**config.mk**
```make
export PLATFORM = sky130hd
export DESIGN_NAME = dm_arbiter
export DESIGN_NICKNAME = d
export VERILOG_FILES = /design/src/rtl/dm_arbiter.sv
export SDC_FILE = /design/constraint.sdc
export NUM_CORES = 1
export LEC_CHECK = 0
export ABC_AREA = 1
export CORE_MARGIN = 2
export CORE_UTILIZATION = 42
export DETAILED_ROUTE_END_ITERATION = 7
export PLACE_DENSITY = 0.93
export SLEW_MARGIN = 25
export SYNTH_ARGS = -nofsm -noshare
export SYNTH_HDL_FRONTEND = slang
export SYNTH_SLANG_ARGS = --single-unit
```
**constraint.sdc**
```tcl
create_clock -name clk -period 7.51 [get_ports clk]
set_clock_uncertainty 0.05 [all_clocks]
set_input_delay 0.751 -clock clk [delete_from_list [all_inputs] [get_ports clk]]
set_output_delay 0.751 -clock clk [all_outputs]
set_load 0.005 [all_outputs]
```
**src/rtl/dm_arbiter.sv**
```systemverilog
// dm_arbiter: two-port round-robin arbiter and sequencer for the single-port,
// word-addressed data memory. Port A is the pipeline MEM stage, port B is a
// secondary master. Each request takes IDLE -> ACCESS -> RESP (3 cycles);
// partial stores are performed as a read-merge-write inside ACCESS.
module dm_arbiter #(
   parameter int AW    = 12,
   parameter int DEPTH = 3072
) (
   input  logic          clk,
   input  logic          reset,

   input  logic          a_req,
   input  logic          a_we,
   input  logic [31:0]   a_addr,
   input  logic [31:0]   a_wdata,
   input  logic [3:0]    a_be,
   output logic          a_ready,
   output logic          a_rvalid,
   output logic [31:0]   a_rdata,
   output logic          a_err,

   input  logic          b_req,
   input  logic          b_we,
   input  logic [31:0]   b_addr,
   input  logic [31:0]   b_wdata,
   input  logic [3:0]    b_be,
   output logic          b_ready,
   output logic          b_rvalid,
   output logic [31:0]   b_rdata,
   output logic          b_err,

   output logic [AW-1:0] mem_addr,
   output logic          mem_we,
   output logic [31:0]   mem_wdata,
   input  logic [31:0]   mem_rdata,

   output logic          busy
);

   localparam logic [1:0] IDLE   = 2'd0;
   localparam logic [1:0] ACCESS = 2'd1;
   localparam logic [1:0] RESP   = 2'd2;

   localparam logic OWNER_A = 1'b0;
   localparam logic OWNER_B = 1'b1;

   // Range check covers the whole byte address: the word index must be below
   // DEPTH and every bit above the index field must be zero.
   function automatic logic outOfRange(input logic [31:0] addr);
      logic [31:0] wordIdx;
      logic [31:0] upperBits;
      wordIdx   = addr >> 2;
      wordIdx   = wordIdx & ((32'd1 << AW) - 32'd1);
      upperBits = addr >> (AW + 2);
      return (upperBits != 32'd0) || (wordIdx >= 32'(DEPTH));
   endfunction

   // Byte-lane merge of new store data over the current memory word.
   function automatic logic [31:0] mergeBytes(input logic [31:0] newWord,
                                              input logic [31:0] oldWord,
                                              input logic [3:0]  byteEn);
      logic [31:0] merged;
      merged = oldWord;
      for (int unsigned i = 0; i < 4; i++) begin
         if (byteEn[i]) merged[8*i +: 8] = newWord[8*i +: 8];
      end
      return merged;
   endfunction

   logic [1:0]    state;
   logic          rrPtr;
   logic          owner;
   logic          latWe;
   logic [AW-1:0] latIdx;
   logic [31:0]   latWdata;
   logic [3:0]    latBe;
   logic          latOor;
   logic [31:0]   capData;
   logic          errFlag;

   logic          grantA;
   logic          grantB;
   logic          selWe;
   logic [31:0]   selAddr;
   logic [31:0]   selWdata;
   logic [3:0]    selBe;
   logic          selOor;
   logic [31:0]   mergedWord;
   logic          respValid;

   // Grant decision in IDLE; reset suppresses any acceptance so a request
   // presented while reset is high is never acknowledged.
   always_comb begin
      grantA = 1'b0;
      grantB = 1'b0;
      if ((state == IDLE) && !reset) begin
         if (a_req && b_req) begin
            grantA = (rrPtr == OWNER_A);
            grantB = (rrPtr == OWNER_B);
         end else begin
            grantA = a_req;
            grantB = b_req;
         end
      end
   end

   // Field mux toward the latch registers, selecting the granted port.
   always_comb begin
      selWe    = grantB ? b_we    : a_we;
      selAddr  = grantB ? b_addr  : a_addr;
      selWdata = grantB ? b_wdata : a_wdata;
      selBe    = grantB ? b_be    : a_be;
      selOor   = outOfRange(selAddr);
   end

   // Merged store word built from the latched data over the live memory read.
   always_comb begin
      mergedWord = mergeBytes(latWdata, mem_rdata, latBe);
   end

   // Sequencer state, round-robin pointer and per-request latches.
   always_ff @(posedge clk or posedge reset) begin
      if (reset) begin
         state    <= IDLE;
         rrPtr    <= OWNER_A;
         owner    <= OWNER_A;
         latWe    <= 1'b0;
         latIdx   <= '0;
         latWdata <= '0;
         latBe    <= '0;
         latOor   <= 1'b0;
         capData  <= '0;
         errFlag  <= 1'b0;
      end else begin
         case (state)
            IDLE: begin
               if (grantA || grantB) begin
                  owner    <= grantB ? OWNER_B : OWNER_A;
                  rrPtr    <= grantB ? OWNER_A : OWNER_B;
                  latWe    <= selWe;
                  latIdx   <= selAddr[AW+1:2];
                  latWdata <= selWdata;
                  latBe    <= selBe;
                  latOor   <= selOor;
                  state    <= ACCESS;
               end
            end
            ACCESS: begin
               if (latOor) begin
                  capData <= '0;
               end else if (latWe) begin
                  capData <= mergedWord;
               end else begin
                  capData <= mem_rdata;
               end
               errFlag <= latOor;
               state   <= RESP;
            end
            RESP: begin
               state <= IDLE;
            end
            default: begin
               state <= IDLE;
            end
         endcase
      end
   end

   // Memory-side drive: only active during ACCESS, zero otherwise.
   always_comb begin
      mem_addr  = '0;
      mem_we    = 1'b0;
      mem_wdata = '0;
      if (state == ACCESS) begin
         mem_addr = latIdx;
         if (latWe && !latOor) begin
            mem_wdata = mergedWord;
            mem_we    = (latBe != 4'b0000);
         end
      end
   end

   // Requester-side outputs; response fields are zero outside rvalid.
   always_comb begin
      respValid = (state == RESP);
      a_ready   = grantA;
      b_ready   = grantB;
      a_rvalid  = respValid && (owner == OWNER_A);
      b_rvalid  = respValid && (owner == OWNER_B);
      a_rdata   = a_rvalid ? capData : '0;
      b_rdata   = b_rvalid ? capData : '0;
      a_err     = a_rvalid && errFlag;
      b_err     = b_rvalid && errFlag;
      busy      = (state != IDLE);
   end

endmodule
```
==> flow_metrics.tcl, run 1 <==
set metrics [dict create \
    p_clk_share_pct 18.8 \
    synth_commonest_cells "nand2_1, nor2_1, inv_1, dfrtp_1, nand3_1" \
    rsz0062_at_grt "false" \
    routed_wirelength_um 17200 \
    holdBufCountCts 0 \
    num-nets-final 1107 \
    vias 5640 \
    tightest_slew_ps 878 \
    finalHoldViolCount 0 \
    cts.sinks 87 \
    end_kind "output port" \
    netlist_instances 678 \
    dpl.hpwl_um 12500 \
    crit_path_frequent_cell "buf_4" \
    via_per_inst 5.20 \
    dieArea_mm2 0.0132 \
    io_pins 290 \
    die_x_um 115 \
    syn_avg_cell_area_um2 7.63 \
    antenna_found_initial 0 \
    yosys.area.top_type "dfrtp_1" \
    yosysUniqueCellTypes 27 \
    fin_crit_ps 3810 \
    cpPeakStageDelay_ps 540 \
    initial_core_util_pct 43.1 \
    intPower_mw 1.38 \
    htreeDepth 3 \
    gr-total-overflow 0 \
    yosysMostFrequentCell "nand2_1" \
    p_comb_share_pct 45.3 \
    synthToLayoutAreaGrowth_pct 60.1 \
    yosys.area_share.simple_pct 26.3 \
    first_pass_iters 5 \
    io_buffers 285 \
    clk_root_buffer_cell "clkbuf_16" \
    cts_setup_buffers 0 \
    postRouteAntennaNets 0 \
    synthMuxAreaShare_pct 0 \
    tns_ps 0 \
    ys_warn_count 0 \
    hold_class "reg -> reg" \
    p_switching_mw 0.870 \
    drc 0 \
    synth-seq-cells 87 \
    synth_top_family_by_area "simple AND/OR/NAND/NOR gates" \
    crit_arrival_ps 3010 \
    rows 40 \
    grt_max_degree 76 \
    path_class "reg -> out" \
    p_leak_nw 3.47 \
    critical-path-slowest-cell "nor2_4" \
    clock.fmax_mhz 262 \
    track_usage_pct 25.7 \
    ir_drop_mv 0.149 \
    insertion_delay_ps 340 \
    fin_crit_sh_pct 50.8 \
    clk_pin_slew_ps 60 \
    synth-edff-count 0 \
    path_cells "inv_2 > nor2_4 > buf_4 > nand2_2 > buf_4 > nor2_1 > clkdlybuf4s50_1" \
    synth_nets 852 \
    p_per_area_mw_per_mm2 272 \
    cts_tree "done" \
    wl_per_cell_um 15.9 \
    cap_violations 0 \
    syn-cell-area_mm2 0.00518 \
    swShare_pct 38.7 \
    grt_pass1_vias 5401 \
    cp_max_fo 65 \
    globalplace.congestion 0.865 \
    core_area_mm2 0.0120 \
    slew_headroom_pct 41.4 \
    ctsLongestPathBuffers 2 \
    slew_violations 0 \
    die_y_um 115 \
    pwr-share-seq_pct 35.9 \
    crit_path_start_kind "register" \
    grt_pass1_wl_um 26300 \
    num_antenna_cells 0 \
    ys.flop_type "dfrtp_1" \
    status "finished clean" \
    synth-adder-area-share_pct 0 \
    finish.instance_area_mm2 0.00829 \
    required_ps 6710 \
    synth_compound_area_share_pct 19.8 \
    synth_area_leaders "dfrtp_1, nand2_1, nor2_1" \
    cts_resized 0 \
    yosysSeqAreaShare_pct 42.1 \
    numCtsBuffers 9 \
    worst_hold_slack_ps 490 \
    synth_top_area_share_pct 42.1 \
    drive_gt1_share_pct 7.68 \
    synth-async-reset-ratio_pct 100 \
    detail_route.iter0.violations 428 \
    power_mw 2.25 \
    placement.cell_area_mm2 0.00800 \
    finalSetupViolCount 0 \
    synthXorXnorAreaFrac_pct 0 \
]
[layer usage]
layer  vias up  wire [µm]  global-route usage, %
met3        32       1010                   4.01
li1       2698          -                      -
met5         -          0                      0
met2       282       9120                   48.1
met4         0        453                   11.2
met1      2628       6620                   28.8
[worst paths after layout]
check | slack, ps | cells after the start | startpoint | endpoint
worst min register to register | 490 | 2 | latWdata[16] | latWdata[16]
worst min-delay path | 490 | 2 | latWdata[16] | latWdata[16]
worst max register to register | 5120 | 6 | state[0] | capData[0]
max in group asynchronous | 5840 | 3 | reset | capData[17]
min in group asynchronous | 640 | 2 | reset | latIdx[4]
worst max-delay path | 3700 | 7 | state[0] | mem_wdata[10]
[logic make-up (layout without fill, tap and decap cells)]
kind of cell | Yosys count | count (layout)
compound gates | 118 | 118
buf+inv | 140 | 399
simple gates | 333 | 333
flops | 87 | 87
[sequential cells by signal, summed over array words and instances, names as in the netlist]
signal,count
capData,32
errFlag,1
latBe,4
latIdx,12
latOor,1
latWdata,32
latWe,1
owner,1
rrPtr,1
state,2
[area by class of cell]
type | instances | area [µm²]
fill | 963 | 3730
multi-input combinational | 451 | 2390
inverter | 93 | 352
clock buffer | 15 | 278
tap | 147 | 184
timing repair buffer | 291 | 2900
sequential | 87 | 2180
[layout by cell type (no fill, tap or decap)]
master and n:
clkdlybuf4s50_1 285, nand2_1 144, nor2_1 135, inv_1 87
dfrtp_1 87, nand3_1 39, o21ai_0 38, o211ai_2 36
o221ai_1 32, clkbuf_16 9, o211ai_1 7, inv_2 5
buf_4 5, nand2_4 3, a31oi_2 3, clkbuf_8 3
clkbuf_1 3, nor2_4 2, nor3_1 2, inv_4 1
nand3_4 1, a21boi_1 1, a21oi_1 1, nand2_2 1
nor2_2 1, nor4_1 1, or2_2 1, and2_0 1
nand4_1 1, and2_1 1, buf_6 1
[critical path, delay by kind of cell, from the launching register on]
family | cells | cell delay [ps]
and+or+nand+nor | 3 | 810
DFF | 1 | 380
buffers and inverters | 4 | 1450
[stage by stage]
stage	worst slack [ps]	cells	utilization (%)
floorplan	3400	678	-
global placement	3710	1069	66.6
detailed placement	3700	1069	66.6
CTS	3690	1084	68.9
global route	3490	1084	69.0
finish	3700	1084	69.0
[power by group through the flow]
stage,combinational (mW),clock (mW),sequential [mW]
2_1_floorplan,0.722,0,0.744
3_3_place_gp,0.987,0,0.801
3_5_place_dp,1.02,0,0.818
4_1_cts,1.02,0.432,0.810
5_1_grt,1.13,0.451,0.835
6_report,1.02,0.423,0.809
(Power assumes the default switching activity.)
==> run 2, diff against run 1 <==
--- a/config.mk
+++ b/config.mk
@@ -7,9 +7,9 @@
 export LEC_CHECK = 0
 export ABC_AREA = 1
 export CORE_MARGIN = 2
-export CORE_UTILIZATION = 42
+export CORE_UTILIZATION = 35
 export DETAILED_ROUTE_END_ITERATION = 7
-export PLACE_DENSITY = 0.93
+export PLACE_DENSITY = 0.83
 export SLEW_MARGIN = 25
 export SYNTH_ARGS = -nofsm -noshare
 export SYNTH_HDL_FRONTEND = slang
==> constraint.sdc (replaced) <==
create_clock -name clk -period 3.3 [get_ports clk]
set_clock_uncertainty 0.05 [all_clocks]
set_input_delay 0.33 -clock clk [delete_from_list [all_inputs] [get_ports clk]]
set_output_delay 0.33 -clock clk [all_outputs]
set_load 0.005 [all_outputs]
==> flow_metrics.tcl, run 2 (synthesis results as in run 1) <==
set metrics [dict create \
    layout_common_cells "clkdlybuf4s50_1, nand2_1, nor2_1" \
    htreeDepth 3 \
    gr-total-overflow 0 \
    clock.fmax_mhz 365 \
    dpl.hpwl_um 12900 \
    first_pass_iters 5 \
    rows 44 \
    grt_pass1_wl_um 27800 \
    die_y_um 126 \
    holdBufCountCts 0 \
    core_area_mm2 0.0145 \
    p_leak_nw 3.51 \
    vias 5546 \
    hold_class "in -> async" \
    slew_violations 0 \
    cap_violations 0 \
    reg2reg_slack_ps 1400 \
    antenna_found_initial 1 \
    wl_per_cell_um 15.5 \
    path_class "reg -> out" \
    fin_crit_ps 2740 \
    synthToLayoutAreaGrowth_pct 61.8 \
    cts_setup_buffers 0 \
    r2r_cells 9 \
    rsz0062_at_grt "false" \
    fin_crit_sh_pct 83.0 \
    routed_wirelength_um 17500 \
    largestRegisters "capData: 32 flops, latWdata: 32 flops, latIdx: 12 flops" \
    track_usage_pct 22.0 \
    pre_cts_ws_ps 881 \
    numCtsBuffers 9 \
    drc 0 \
    dieArea_mm2 0.0158 \
    slew_headroom_pct 54.1 \
    insertion_delay_ps 330 \
    cts_tree "done" \
    cts_resized 0 \
    cp_max_fo 25 \
    finalSetupViolCount 0 \
    crit_path_start_kind "register" \
    grt_max_degree 66 \
    status "finished clean" \
    tns_ps 0 \
    dp.cells 1112 \
    io_pins 290 \
    initial_core_util_pct 35.8 \
    tightest_slew_ps 689 \
    p_per_area_mw_per_mm2 615 \
    globalplace.congestion 0.873 \
    die_x_um 126 \
    cts.sinks 87 \
    io_buffers 285 \
    r2r_end "latOor" \
    crit_arrival_ps 2360 \
    clk_pin_slew_ps 60 \
    drive_gt1_share_pct 8.48 \
    ctsLongestPathBuffers 2 \
    end_kind "output port" \
    via_per_inst 4.92 \
    finish.instance_area_mm2 0.00838 \
    ir_drop_mv 0.316 \
    r2r-start "state[1]" \
    required_ps 2920 \
    layout_commonest_cell "clkdlybuf4s50_1" \
    postRouteAntennaNets 0 \
    clk_root_buffer_cell "clkbuf_16" \
    timing.final.ws_setup_ps 561 \
    finalNonFillerCells 1128 \
    detail_route.iter0.violations 283 \
    placement.cell_area_mm2 0.00810 \
    finalHoldViolCount 0 \
    num-nets-final 1113 \
    grt_pass1_vias 5406 \
]
==> run 2: cell types whose count changed in the layout (fill, tap and decap cells not counted) <==
| cell | delta |
|---|---|
| clkbuf_1 | -2 |
| clkbuf_8 | -3 |
| buf_4 | +7 |
| bufinv_16 | +1 |
| clkinv_2 | +4 |
| buf_6 | -1 |
| diode_2 | +1 |
==> run 2: cell type report <==
class / instances / area, µm²
antenna: 1 / 2.50
clock buffer: 10 / 229
clock inverter: 5 / 50.0
fill: 1325 / 6100
inverter: 93 / 352
multi-input combinational: 451 / 2390
sequential: 87 / 2180
tap: 184 / 230
timing repair buffer: 297 / 2940
==> run 2: layer usage <==
layer  track usage, %  up-vias  routed length (µm)  share of wire [%]
met4             9.74        0                 556                3.2
met1             26.1     2573                6830                 39
met3             4.59       37                1110                6.4
met5                0        -                   0                  0
met2             38.5      229                8980                 51
li1                 -     2707                   -                  -
==> run 2: how the worst max path moves through the flow <==
stage / from / to / slack [ps] / depth (start not counted)
2_1_floorplan: reset / a_ready / 30 / 6
3_3_place_gp: state[1] / a_rdata[1] / 980 / 6
3_5_place_dp: state[1] / a_rdata[6] / 880 / 6
4_1_cts: state[1] / a_rdata[6] / 510 / 6
5_1_grt: state[1] / a_rdata[6] / 350 / 6
6_report: state[1] / a_rdata[6] / 560 / 6
==> run 2: per-stage QoR <==
step | utilization, % | power [mW] | hold WS, ps
after floorplan | - | 3.34 | 408
after global placement | 55.9 | 4.11 | 468
after detailed placement | 55.9 | 4.20 | 481
after CTS | 57.8 | 5.20 | 463
after global routing | 57.9 | 5.55 | 506
final | 57.9 | 5.15 | 460
==> run 2: power by group <==
group	internal, mW	switching [mW]	total [mW]
Clock	0.578	0.411	0.989
Combinational	1.02	1.30	2.32
Sequential	1.57	0.269	1.84
==> run 2: worst max-delay path, cell delays in order, from the launching register on <==
cell and delay [ps]:
dfrtp_1 400, inv_2 90, nor3_1 280, inv_1 260, buf_4 300, nor2_1 160, clkdlybuf4s50_1 540
